==> src/rtl/bp_update_arbiter_pkg.sv <==
// Shared types for the branch predictor update arbiter.
// Holds the update record and the default queue depth.
`ifndef XLEN
`define XLEN 32
`endif
`ifndef BP_UPD_FIFO_DEPTH
`define BP_UPD_FIFO_DEPTH 4
`endif

package bp_update_arbiter_pkg;

    localparam int XLEN           = `XLEN;
    localparam int UPD_FIFO_DEPTH = `BP_UPD_FIFO_DEPTH;

    typedef struct packed {
        logic [XLEN-1:0] pc;
        logic            taken;
        logic [XLEN-1:0] target_pc;
    } BP_UPDATE;

    function automatic logic [1:0] enq_count(input logic a, input logic b);
        return 2'(a) + 2'(b);
    endfunction

endpackage

==> src/rtl/bp_update_fifo.sv <==
// Two-write / one-read circular buffer of predictor updates.
// Slot 1 is only written together with slot 0, keeping entries dense.
module bp_update_fifo
    import bp_update_arbiter_pkg::*;
#(
    parameter int DEPTH = 4,
    localparam int PW   = $clog2(DEPTH),
    localparam int CW   = PW + 1
) (
    input  logic          clock,
    input  logic          reset,
    input  logic          wr0_en_i,
    input  BP_UPDATE      wr0_data_i,
    input  logic          wr1_en_i,
    input  BP_UPDATE      wr1_data_i,
    input  logic          rd_en_i,
    output BP_UPDATE      head_data_o,
    output logic [CW-1:0] count_o
);

    BP_UPDATE      mem_q [DEPTH];
    logic [PW-1:0] head_q, head_d;
    logic [PW-1:0] tail_q, tail_d;
    logic [PW-1:0] tail_p1;
    logic [CW-1:0] count_q, count_d;
    logic [1:0]    enq_cnt;

    // Pointer and count next-state; power-of-two depth makes wrap free.
    always_comb begin
        enq_cnt = enq_count(wr0_en_i, wr0_en_i & wr1_en_i);
        tail_p1 = tail_q + PW'(1);
        tail_d  = tail_q + PW'(enq_cnt);
        head_d  = head_q + PW'(rd_en_i);
        count_d = count_q + CW'(enq_cnt) - CW'(rd_en_i);
    end

    // Pointer and count registers, cleared asynchronously.
    always_ff @(posedge clock or posedge reset) begin
        if (reset) begin
            head_q  <= '0;
            tail_q  <= '0;
            count_q <= '0;
        end else begin
            head_q  <= head_d;
            tail_q  <= tail_d;
            count_q <= count_d;
        end
    end

    // Entry storage; contents are meaningless while count is zero.
    always_ff @(posedge clock) begin
        if (wr0_en_i) begin
            mem_q[tail_q] <= wr0_data_i;
        end
        if (wr0_en_i && wr1_en_i) begin
            mem_q[tail_p1] <= wr1_data_i;
        end
    end

    assign head_data_o = mem_q[head_q];
    assign count_o     = count_q;

endmodule

==> src/rtl/bp_update_arbiter.sv <==
// Merges two branch-resolution pipes onto the predictor update port.
// Requests are queued in order; one update issues per cycle unless held.
module bp_update_arbiter
    import bp_update_arbiter_pkg::*;
#(
    parameter int  UPD_FIFO_DEPTH_P = UPD_FIFO_DEPTH,
    localparam int CW               = $clog2(UPD_FIFO_DEPTH_P) + 1
) (
    input  logic                 clock,
    input  logic                 reset,
    input  logic [1:0]           req_valid,
    input  logic [1:0][XLEN-1:0] req_pc,
    input  logic [1:0]           req_taken,
    input  logic [1:0][XLEN-1:0] req_target_pc,
    output logic                 req_ready,
    input  logic                 bp_hold,
    output logic                 upd_branch,
    output logic [XLEN-1:0]      upd_pc,
    output logic                 upd_taken,
    output logic [XLEN-1:0]      upd_target_pc,
    output logic [CW-1:0]        occupancy,
    output logic                 overflow_err
);

    BP_UPDATE      pipe0, pipe1;
    BP_UPDATE      slot0, slot1;
    BP_UPDATE      head;
    logic          wr0_en, wr1_en;
    logic          viol;
    logic          err_q, err_d;
    logic [CW-1:0] count;

    // Handshake, compaction of requests into write slots, and issue.
    always_comb begin
        pipe0     = '{pc: req_pc[0], taken: req_taken[0],
                      target_pc: req_target_pc[0]};
        pipe1     = '{pc: req_pc[1], taken: req_taken[1],
                      target_pc: req_target_pc[1]};
        // Ready ignores the same-cycle dequeue: always room for two.
        req_ready = count <= CW'(UPD_FIFO_DEPTH_P - 2);
        viol      = (|req_valid) & ~req_ready;
        wr0_en    = req_ready & (|req_valid);
        wr1_en    = req_ready & (&req_valid);
        slot0     = req_valid[0] ? pipe0 : pipe1;
        slot1     = pipe1;
        err_d     = err_q | viol;

        upd_branch    = (count != '0) & ~bp_hold;
        upd_pc        = '0;
        upd_taken     = 1'b0;
        upd_target_pc = '0;
        if (count != '0) begin
            upd_pc        = head.pc;
            upd_taken     = head.taken;
            upd_target_pc = head.target_pc;
        end
    end

    // Sticky protocol-violation flag.
    always_ff @(posedge clock or posedge reset) begin
        if (reset) begin
            err_q <= 1'b0;
        end else begin
            err_q <= err_d;
        end
    end

    bp_update_fifo #(
        .DEPTH (UPD_FIFO_DEPTH_P)
    ) u_fifo (
        .clock       (clock),
        .reset       (reset),
        .wr0_en_i    (wr0_en),
        .wr0_data_i  (slot0),
        .wr1_en_i    (wr1_en),
        .wr1_data_i  (slot1),
        .rd_en_i     (upd_branch),
        .head_data_o (head),
        .count_o     (count)
    );

    assign occupancy    = count;
    assign overflow_err = err_q;

endmodule

==> config.mk <==
export PLATFORM = sky130hd
export DESIGN_NAME = bp_update_arbiter
export DESIGN_NICKNAME = d
export VERILOG_FILES = /design/src/rtl/bp_update_arbiter_pkg.sv /design/src/rtl/bp_update_fifo.sv /design/src/rtl/bp_update_arbiter.sv
export SDC_FILE = /design/constraint.sdc
export NUM_CORES = 1
export LEC_CHECK = 0
export CORE_AREA = 2 2 186 188
export CTS_BUF_LIST = sky130_fd_sc_hd__clkbuf_4
export DETAILED_ROUTE_END_ITERATION = 6
export DIE_AREA = 0 0 188 190
export PLACE_DENSITY = 0.69
export SYNTH_ARGS = -nofsm -noshare
export SYNTH_HDL_FRONTEND = slang
export SYNTH_SLANG_ARGS = --single-unit
==> constraint.sdc <==
create_clock -name clock -period 12.2 [get_ports clock]
set_input_delay 3.05 -clock clock [delete_from_list [all_inputs] [get_ports clock]]
set_output_delay 3.05 -clock clock [all_outputs]
set_load 0.01 [all_outputs]
# Word-level counts from Yosys, hierarchy flattened
# Memories as Yosys holds them, arrays and structs flattened.
# Index checks and enable logic that the tools add are counted.
# W data, S select, Z words.
# totals
ram_bits	260
inputBits	135
ff_bits	8
memories	1
out_inout_bits	71
wordCells	32
# op_classes
bitwise	8
add_sub_neg	6
reduce_logical	4
muxes	8
n_lt_le_gt_ge	1
# mem_list
name	words	width	read_ports	rd_ports_with_merged_regs	write_ports	line_no	rtl
u_fifo.mem_q	4	65	1	0	2	bp_update_fifo.sv:21	BP_UPDATE mem_q [DEPTH];
# op_table
cell	n
$mux W65	1
$mux W32	2
$and A1 B1 Y1	5
$mux W1	5
$add A3 B2 Y3	1
$le A3 B2 Y1 const B	1
$reduce_bool A3 Y1	1
$sub A3 B1 Y3	1
$add A1 B1 Y2	1
$add A2 B1 Y2	1
$add A2 B1 Y2 const B	1
$add A2 B2 Y2	1
$not A1 Y1	2
$reduce_and A2 Y1	1
$reduce_or A2 Y1	1
$logic_and A1 B1 Y1	1
$or A1 B1 Y1	1

# Logic depth before layout (Yosys ltp)
# Gate-level depths: netlist of run 1.
# logic_depth
word_depth	6
depth_mapped	10
mapped_depth_nobuf	9

# Cells and area by module
# A second synthesis of run 1 with hierarchy kept.
# unflattened
hier_cells	823
area_unflattened_um2	14358.8
# modules_own_cells
mod	cells_each	area_per_inst_um2	seq_area_each_um2	instances
bp_update_fifo	670	12936.2	7982.7	1
bp_update_arbiter	153	1422.6	25.0	1

# Worst setup path after synthesis of run 1
# OpenSTA, ideal clock, no wires.
# synth_path
path_type	input to register
start	input port req_valid[0]
end	memory u_fifo.mem_q[0][0] (netlist bit), enable pin
path_buffers	2
required_time_ns	11.690
slack_ns	4.965
stages	4
arrival_ns	6.726
setup_time_ns	0.510
cell_sequence	clkbuf_1 -> buf_2 -> nand2_1 -> a21oi_1
# synth_rtl
element	line_no	rtl
from (decl)	bp_update_arbiter.sv:11	input logic [1:0] req_valid,
to (decl)	bp_update_fifo.sv:21	

# Final worst setup path of run 1
# layout_path
start	input port bp_hold
end	output port upd_branch
# layout_between
elab_chain_cells	2
# layout_lines
element	line_no	rtl
from (decl)	bp_update_arbiter.sv:16	input logic bp_hold,
$not A1 Y1	bp_update_arbiter.sv:48	upd_branch = (count != '0) & ~bp_hold;
$and A1 B1 Y1	bp_update_arbiter.sv:48	
to (decl)	bp_update_arbiter.sv:17	output logic upd_branch,
# No other way between the ends.

==> impl_metrics.py, run 1 <==
metrics = {
    "cts": {
        "clkLatencyLatePin_ns": 0.66,
        "clk_pin_slew_ns": 0.07,
        "clk_path_buf_depth": 3,
        "root_buffer": "clkbuf_4",
        "post_cts_buffers": 0,
        "htreeDepth": 3,
        "cts_resized": 0,
        "cts.sinks": 268,
        "hold_buffers": 0,
        "numCtsBuffers": 72,
        "cts_tree": "yes",
    },
    "floorplan": {
        "die_w_um": 188,
        "fp-row-count": 68,
        "die_h_um": 190,
        "die_area_um2": 35700,
        "start_util_pct": 39.2,
        "io_pins": 206,
        "core_area_um2": 33900,
    },
    "final_layout": {
        "multi_input_area_um2": 4830,
        "layout_common_cells": "o2bb2ai_1 (260), edfxtp_1 (260), clkdlybuf4s50_1 (204), clkbuf_4 (103), nand2_1 (69)",
        "fin_nets": 1220,
        "layout-drive-gt1-share_pct": 19.0,
        "postLayoutCoreUtil_pct": 48.7,
        "fillerInstances": 2882,
        "ff_latch_area_um2": 8020,
        "fin_area_um2": 16500,
        "syn2layout_area_growth_pct": 24.2,
    },
    "power_and_ir_drop": {
        "power.density_nw_per_um2": 225,
        "ir_drop_mv": 0.135,
        "p_total_mw": 3.72,
        "leakagePower_nw": 5.38,
    },
    "routing": {
        "num_vias": 9128,
        "drc": 0,
        "wl_per_cell_um": 23.9,
        "met1_length_mm": 15.5,
        "ant_nets": 0,
        "wl_met3_mm": 2.31,
        "dr.max_layer_used": "met4",
        "drtPass1Iterations": 5,
        "via_per_inst": 5.76,
        "routed_wl_mm": 37.9,
        "initialDrtViolationCount": 633,
        "wl_met2_mm": 19.0,
    },
    "sta": {
        "fmax_ghz": 0.137,
        "min_period_over_period_pct": 59.8,
        "worstMarginPinSlew_ns": 1.15,
        "finalSetupViolCount": 0,
        "slew_viol_final": 0,
        "finalClockSkew_ns": 0.0517,
        "fin_crit_ns": 7.30,
        "hold_viol_final": 0,
        "fin_setup_tns_ns": 0,
        "slew_headroom_pct": 23.0,
        "rsz0062_at_grt": "no",
    },
    "global_route": {
        "antenna_found_initial": 3,
        "gr-total-overflow": 0,
        "grt_max_degree": 79,
        "grt_pass1_wl_mm": 57.2,
        "track_usage_pct": 21.2,
        "grt_pass1_vias": 9742,
    },
    "setup_path": {
        "crit_path_max_fanout": 3,
        "cp_slowest_cell": "clkdlybuf4s50_1",
        "r2r.worst_path.cells": 4,
        "cp_common_cell": "clkdlybuf4s50_1",
        "arrival_ns": 4.25,
        "cp-startpoint": "bp_hold",
        "cp_slowest_stage_delay_ns": 0.59,
        "critical_path_required_ns": 9.15,
        "worstSetupStartpointType": "primary input",
        "r2r-start": "u_fifo.count_o[2]$_DFF_PP0_",
        "worstSetupEndpoint": "upd_branch",
        "r2r_end": "u_fifo.mem_q[1][37]$_DFFE_PP_",
        "r2r_setup_slack_ns": 9.11,
        "path_class": "primary input to output pin",
        "worstSetupEndpointType": "output pin",
        "crit_chain": "clkdlybuf4s50_1 > nor2_1 > clkdlybuf4s50_1",
    },
    "yosys": {
        "synth_cell_types": 30,
        "synthTopCellsByArea": "edfxtp_1 (59%), o2bb2ai_1 (17%), mux4_2 (11%)",
        "syn_inst": 865,
        "synth_largest_area_cell": "edfxtp_1",
        "synth_area_per_cell_um2": 15.4,
        "synthesis.nets": 1006,
        "ys_ff_latch": 268,
        "yosysSeqAreaShare_pct": 60.2,
        "synth_top_area_share_pct": 58.7,
        "synth_area_um2": 13300,
        "synth_warnings": 0,
    },
    "placement": {
        "post_dp_cell_area_um2": 15700,
        "gp_congestion": 0.723,
        "port_buffers": 205,
        "hpwl_mm": 20.6,
    },
    "run_status": {
        "status": "finished clean",
    },
    "worst_hold_path": {
        "hold_path_class": "flip-flop to flip-flop",
        "holdPathStages": 1,
    },
    "flow_run": {
        "drv_cap": 0,
    },
}
==> cell usage after synthesis <==
cell type  instances
o21ai_0            3
nor2b_1           67
inv_2              1
and3_1             1
mux4_2            65
xnor2_1            3
xor2_1             3
nor2_1             4
ha_1               5
a21oi_1            3
clkbuf_1          18
o21bai_1           1
buf_6              5
nor3_1             5
a21o_1             1
edfxtp_1         260
inv_1              7
fa_1               1
buf_4             38
and2_1             1
dfrtp_1            8
o31ai_1            2
o31ai_2            2
nand3_1            1
buf_2             27
and3b_1            1
o2bb2ai_1        260
nand2_1           69
or2_1              1
nand2b_1           2
==> flip-flops by register name, summed over array words and instances (netlist names) <==
| name | flops |
|---|---|
| overflow_err | 1 |
| u_fifo.count_o | 3 |
| u_fifo.head_q | 2 |
| u_fifo.mem_q | 260 |
| u_fifo.tail_q | 2 |
==> per-layer routing <==
layer,up-vias,global-route usage [%]
met5,-,0
met4,0,8.78
met3,82,3.65
met2,388,36.7
met1,4621,26.3
li1,4037,-
==> cell type report <==
type / count / area share (%)
diodes: 3 / 0.0454
clock buffers: 103 / 4.68
clock inverters: 19 / 0.522
inverters: 8 / 0.182
multi-input cells: 501 / 29.2
flip-flops and latches: 268 / 48.5
well taps: 455 / 3.44
repair buffers: 228 / 13.4
==> where the power goes <==
part	internal (mW)	switching [mW]	leakage [nW]
clock network	0.388	0.364	0.511
logic	0.774	0.761	2.39
registers	1.30	0.134	2.48
==> stage by stage <==
stage	instances	setup slack, ns	hold slack, ns
floorplan	865	4.96	0.477
global placement	1460	4.90	0.492
detailed placement	1460	4.91	0.486
CTS	1582	4.91	0.513
global route	1585	4.86	0.571
finish	1585	4.90	0.533
==> how the worst min path moves through the flow <==
stage	from	end	slack, ns
after floorplan	u_fifo.tail_q[0]$_DFF_PP0_	u_fifo.tail_q[0]$_DFF_PP0_	0.48
after global placement	overflow_err$_DFF_PP0_	overflow_err$_DFF_PP0_	0.49
after detailed placement	overflow_err$_DFF_PP0_	overflow_err$_DFF_PP0_	0.49
after CTS	overflow_err$_DFF_PP0_	overflow_err$_DFF_PP0_	0.51
after global routing	overflow_err$_DFF_PP0_	overflow_err$_DFF_PP0_	0.57
final	overflow_err$_DFF_PP0_	overflow_err$_DFF_PP0_	0.53
==> cell families after synthesis <==
kind of cell / share of synthesized area, %
AO/OA/AOI/OAI: 17.8
multiplexers: 11.0
buffers and inverters: 4.32
XOR/XNOR: 0.395
flip-flops: 60.2
AND/OR/NAND/NOR: 5.74
adder cells (fa/ha/maj): 0.621
==> worst max-delay path, delay by kind of cell <==
family	cells	cell delay, ns
buf+inv	2	0.99
simple gates	1	0.21
(Power assumes the default switching activity.)
==> run 2, diff against run 1 <==
PLACE_DENSITY = 0.71   (was 0.69)
clock period = 6.1 ns   (was 12.2 ns; I/O delays follow)
==> impl_metrics.py, run 2 (same netlist as run 1, synthesis figures left out) <==
metrics = {
    "setup_path": {
        "critical_path_required_ns": 4.58,
        "path_class": "flip-flop to output pin",
        "crit_path_max_fanout": 34,
        "arrival_ns": 3.19,
        "cp-startpoint": "u_fifo.head_q[0]$_DFF_PP0_",
        "r2r-start": "u_fifo.count_o[2]$_DFF_PP0_",
        "worstSetupStartpointType": "flip-flop",
        "worstSetupEndpointType": "output pin",
    },
    "floorplan": {
        "fp-row-count": 68,
        "die_area_um2": 35700,
        "die_w_um": 188,
        "io_pins": 206,
        "start_util_pct": 39.2,
        "core_area_um2": 33900,
        "die_h_um": 190,
    },
    "routing": {
        "via_per_inst": 5.82,
        "drtPass1Iterations": 5,
        "drc": 0,
        "num_vias": 9167,
        "ant_nets": 0,
        "routed_wl_mm": 36.9,
        "initialDrtViolationCount": 763,
        "wl_per_cell_um": 23.4,
    },
    "sta": {
        "finalClockSkew_ns": 0.0523,
        "min_period_over_period_pct": 77.3,
        "finalWorstSetupSlack_ns": 1.38,
        "fin_crit_ns": 4.72,
        "fin_hold_ws_ns": 0.530,
        "finalSetupViolCount": 0,
        "worstMarginPinSlew_ns": 1.11,
        "rsz0062_at_grt": "no",
        "slew_headroom_pct": 26.0,
        "hold_viol_final": 0,
        "fmax_ghz": 0.212,
        "slew_viol_final": 0,
        "fin_setup_tns_ns": 0,
    },
    "final_layout": {
        "layout_common_cells": "o2bb2ai_1 (260), edfxtp_1 (260), clkdlybuf4s50_1 (204), clkbuf_4 (99), nand2_1 (69)",
        "postLayoutCoreUtil_pct": 48.7,
        "instances_no_fill": 1576,
        "fin_area_um2": 16500,
        "fillerInstances": 2984,
        "largest_reg_flops": 260,
        "regMostFlops": "u_fifo.mem_q",
        "layout-drive-gt1-share_pct": 18.8,
        "syn2layout_area_growth_pct": 24.3,
        "fin_nets": 1216,
    },
    "cts": {
        "numCtsBuffers": 70,
        "clk_pin_slew_ns": 0.07,
        "htreeDepth": 3,
        "clk_path_buf_depth": 3,
        "root_buffer": "clkbuf_4",
        "cts_tree": "yes",
        "cts_resized": 0,
        "post_cts_buffers": 0,
        "cts.sinks": 268,
        "hold_buffers": 0,
        "clkLatencyLatePin_ns": 0.66,
    },
    "global_route": {
        "gr-total-overflow": 0,
        "grt_max_degree": 67,
        "grt.met1_usage_pct": 24.8,
        "grt_pass1_wl_mm": 55.8,
        "antenna_found_initial": 1,
        "grt_pass1_vias": 9698,
        "grtUsageMet2_pct": 36.6,
        "grtUsageMet3_pct": 4.04,
        "grt-busiest-layer": "met2",
        "track_usage_pct": 20.5,
    },
    "worst_hold_path": {
        "hold_path_class": "flip-flop to flip-flop",
        "worstHoldStart": "overflow_err$_DFF_PP0_",
    },
    "run_status": {
        "status": "finished clean",
    },
    "placement": {
        "hpwl_mm": 20.1,
        "placedCellCount": 1458,
        "gp_congestion": 0.718,
        "port_buffers": 205,
        "post_dp_cell_area_um2": 15700,
        "place_ws_ns": 1.81,
    },
    "power_and_ir_drop": {
        "power.density_nw_per_um2": 452,
        "p_total_mw": 7.48,
        "leakagePower_nw": 5.38,
        "ir_drop_mv": 0.251,
    },
    "flow_run": {
        "drv_cap": 0,
    },
}
## run 2: cell count changes in the layout (fill, tap and decap cells not counted), sizes merged
cell / before / now
inv: 9 / 10
clkinv: 16 / 12
clkbuf: 103 / 99
diode: 3 / 1
buf: 24 / 22
bufinv: 0 / 2
## run 2: cell type report
class | count | area, um2 | area share (%)
diodes | 1 | 2.50 | 0.0151
repair buffers | 226 | 2220 | 13.4
clock buffers | 99 | 743 | 4.49
flip-flops and latches | 268 | 8020 | 48.5
multi-input cells | 501 | 4830 | 29.2
inverters | 8 | 30.0 | 0.182
well taps | 455 | 569 | 3.44
clock inverters | 18 | 131 | 0.794
## run 2: worst paths after layout
| kind | endpoint | slack (ns) | depth (start not counted) |
|---|---|---|---|
| worst max-delay path | upd_target_pc[10] | 1.38 | 4 |
| worst min-delay path | overflow_err$_DFF_PP0_ | 0.53 | 1 |
| worst max register to register | u_fifo.count_o[2]$_DFF_PP0_ | 3.28 | 10 |
| worst min register to register | overflow_err$_DFF_PP0_ | 0.53 | 1 |
| max in group asynchronous | overflow_err$_DFF_PP0_ | 4.65 | 2 |
| min in group asynchronous | u_fifo.count_o[1]$_DFF_PP0_ | 1.16 | 2 |
## run 2: routing by layer
| layer | vias to the layer above | routed length (um) |
|---|---|---|
| met3 | 55 | 2660 |
| met1 | 4664 | 14400 |
| met2 | 415 | 19100 |
| li1 | 4033 | - |
| met4 | 0 | 747 |
| met5 | - | 0 |
## run 2: where the power goes
group | internal (mW) | total [mW] | leakage [nW] | switching, mW
Clock | 0.831 | 1.56 | 0.518 | 0.725
Combinational | 1.55 | 3.02 | 2.39 | 1.47
Sequential | 2.60 | 2.90 | 2.48 | 0.297
Total | 4.99 | 7.48 | 5.38 | 2.49
## run 2: worst max-delay path: stages, from the launching register on
cell	delay, ns
dfrtp_4	0.92
buf_12	0.36
mux4_2	0.56
nor2b_1	0.14
clkdlybuf4s50_1	0.50
==> run 3, diff against run 2 <==
PLACE_DENSITY = 0.69   (was 0.71)
clock period = 4.82 ns   (was 6.1 ns; I/O delays follow)
==> impl_metrics.py, run 3 (same netlist as run 1, synthesis figures left out) <==
metrics = {
    "sta": {
        "rsz0062_at_grt": "no",
        "finalSetupViolCount": 0,
        "fin_crit_ns": 4.20,
        "worstMarginPinSlew_ns": 1.03,
        "slew_headroom_pct": 31.1,
        "fmax_ghz": 0.238,
        "finalClockSkew_ns": 0.0333,
        "hold_viol_final": 0,
        "min_period_over_period_pct": 87.2,
        "fin_hold_ws_ns": 0.493,
        "slew_viol_final": 0,
    },
    "floorplan": {
        "fp-row-count": 68,
        "die_area_um2": 35700,
        "die_w_um": 188,
        "die_h_um": 190,
        "io_pins": 206,
        "core_area_um2": 33900,
        "start_util_pct": 39.2,
    },
    "cts": {
        "clk_pin_slew_ns": 0.07,
        "post_cts_buffers": 0,
        "root_buffer": "clkbuf_4",
        "cts_resized": 0,
        "cts_tree": "yes",
        "htreeDepth": 3,
        "clk_path_buf_depth": 3,
        "clkLatencyLatePin_ns": 0.66,
        "numCtsBuffers": 74,
        "hold_buffers": 0,
        "cts.sinks": 268,
    },
    "power_and_ir_drop": {
        "leakagePower_nw": 5.43,
        "ir_drop_mv": 0.271,
        "power.density_nw_per_um2": 570,
    },
    "setup_path": {
        "cp_slowest_stage_delay_ns": 0.63,
        "r2r-start": "u_fifo.count_o[0]$_DFF_PP0_",
        "crit_path_max_fanout": 19,
        "worstSetupEndpointType": "output pin",
        "cp-startpoint": "u_fifo.head_q[0]$_DFF_PP0_",
        "critical_path_required_ns": 3.62,
        "cp_slowest_cell": "dfrtp_4",
        "worstSetupStartpointType": "flip-flop",
        "crit_chain": "buf_4 > mux4_2 > nor2b_1 > clkdlybuf4s50_1",
        "arrival_ns": 3.00,
        "path_class": "flip-flop to output pin",
    },
    "flow_run": {
        "drv_cap": 0,
    },
    "routing": {
        "initialDrtViolationCount": 619,
        "wl_per_cell_um": 23.6,
        "num_vias": 9156,
        "drc": 0,
        "drtPass1Iterations": 5,
        "via_per_inst": 5.76,
        "routed_wl_mm": 37.5,
        "ant_nets": 0,
    },
    "global_route": {
        "antenna_found_initial": 3,
        "grt_pass1_vias": 9912,
        "track_usage_pct": 21.1,
        "grt_max_degree": 66,
        "gr-total-overflow": 0,
        "grt_pass1_wl_mm": 56.7,
    },
    "final_layout": {
        "layout-drive-gt1-share_pct": 19.2,
        "largest_reg_flops": 260,
        "regMostFlops": "u_fifo.mem_q",
        "fin_nets": 1223,
        "syn2layout_area_growth_pct": 25.0,
        "fin_area_um2": 16600,
        "fillerInstances": 2932,
        "layout_common_cells": "o2bb2ai_1 (260), edfxtp_1 (260), clkdlybuf4s50_1 (204), clkbuf_4 (107), nand2_1 (69)",
    },
    "placement": {
        "port_buffers": 205,
        "hpwl_mm": 20.7,
        "gp_congestion": 0.737,
        "post_dp_cell_area_um2": 15700,
    },
    "worst_hold_path": {
        "worstHoldStart": "overflow_err$_DFF_PP0_",
        "hold_path_class": "flip-flop to flip-flop",
    },
    "run_status": {
        "status": "finished clean",
    },
}
-- run 3: changes by cell type in the layout (fill, tap and decap cells not counted) --
| cell | previous run | this run |
|---|---|---|
| buf_4 | 21 | 19 |
| clkinvlp_4 | 2 | 0 |
| bufinv_16 | 2 | 0 |
| diode_2 | 1 | 3 |
| buf_12 | 1 | 6 |
| clkbuf_4 | 99 | 107 |
| clkinv_2 | 3 | 2 |
| clkinv_1 | 9 | 14 |
-- run 3: area by class of cell --
| class | count | area (um2) | area share [%] |
|---|---|---|---|
| Clock inverter | 18 | 70.1 | 0.421 |
| Antenna cell | 3 | 7.51 | 0.0452 |
| Timing Repair Buffer | 229 | 2300 | 13.9 |
| Inverter | 8 | 30.0 | 0.181 |
| Sequential cell | 268 | 8020 | 48.2 |
| Tap cell | 455 | 569 | 3.42 |
| Clock buffer | 107 | 803 | 4.83 |
| Multi-Input combinational cell | 501 | 4830 | 29.0 |
-- run 3: path summary, 6_finish.rpt --
check / to / depth (start not counted) / slack (ns)
setup / recovery: upd_target_pc[1] / 4 / 0.62
hold / removal: overflow_err$_DFF_PP0_ / 1 / 0.49
setup reg to reg: u_fifo.mem_q[2][61]$_DFFE_PP_ / 4 / 1.81
hold reg to reg: overflow_err$_DFF_PP0_ / 1 / 0.49
max in group asynchronous: u_fifo.head_q[1]$_DFF_PP0_ / 2 / 3.62
min in group asynchronous: u_fifo.head_q[0]$_DFF_PP0_ / 2 / 0.84
-- run 3: power by group --
group | switching (mW) | internal, mW | leakage (nW) | total, mW
Sequential | 0.298 | 3.29 | 2.48 | 3.58
Clock | 0.929 | 1.01 | 0.531 | 1.94
Combinational | 1.95 | 2.01 | 2.42 | 3.96
Total | 3.17 | 6.31 | 5.43 | 9.48
-- run 3: metrics by stage --
step                total power, mW  utilization [%]  cells  setup WS (ns)  setup TNS (ns)
floorplan                      5.82                -    865         -0.570          -74.14
global placement               7.58             46.4   1461          0.793               0
detailed placement             7.64             46.4   1461          0.755               0
CTS                            9.60             49.0   1586          0.513               0
global route                   9.99             49.0   1589          0.407               0
finish                         9.48             49.0   1589          0.619               0
-- run 3: worst max-delay path: cells and delay by family, from the launching register on --
kind / cells / cell delay, ns
flops: 1 / 0.63
buf+inv: 2 / 0.95
simple gates: 1 / 0.15
mux: 1 / 0.60
-- run 3: per-layer routing --
metal | global-route usage [%] | part of all wire, % | vias up
met2 | 37.3 | 52 | 382
met4 | 9.72 | 2.7 | 0
met3 | 3.86 | 6.2 | 79
met1 | 25.0 | 39 | 4639
li1 | - | - | 4056
met5 | 0 | 0 | -
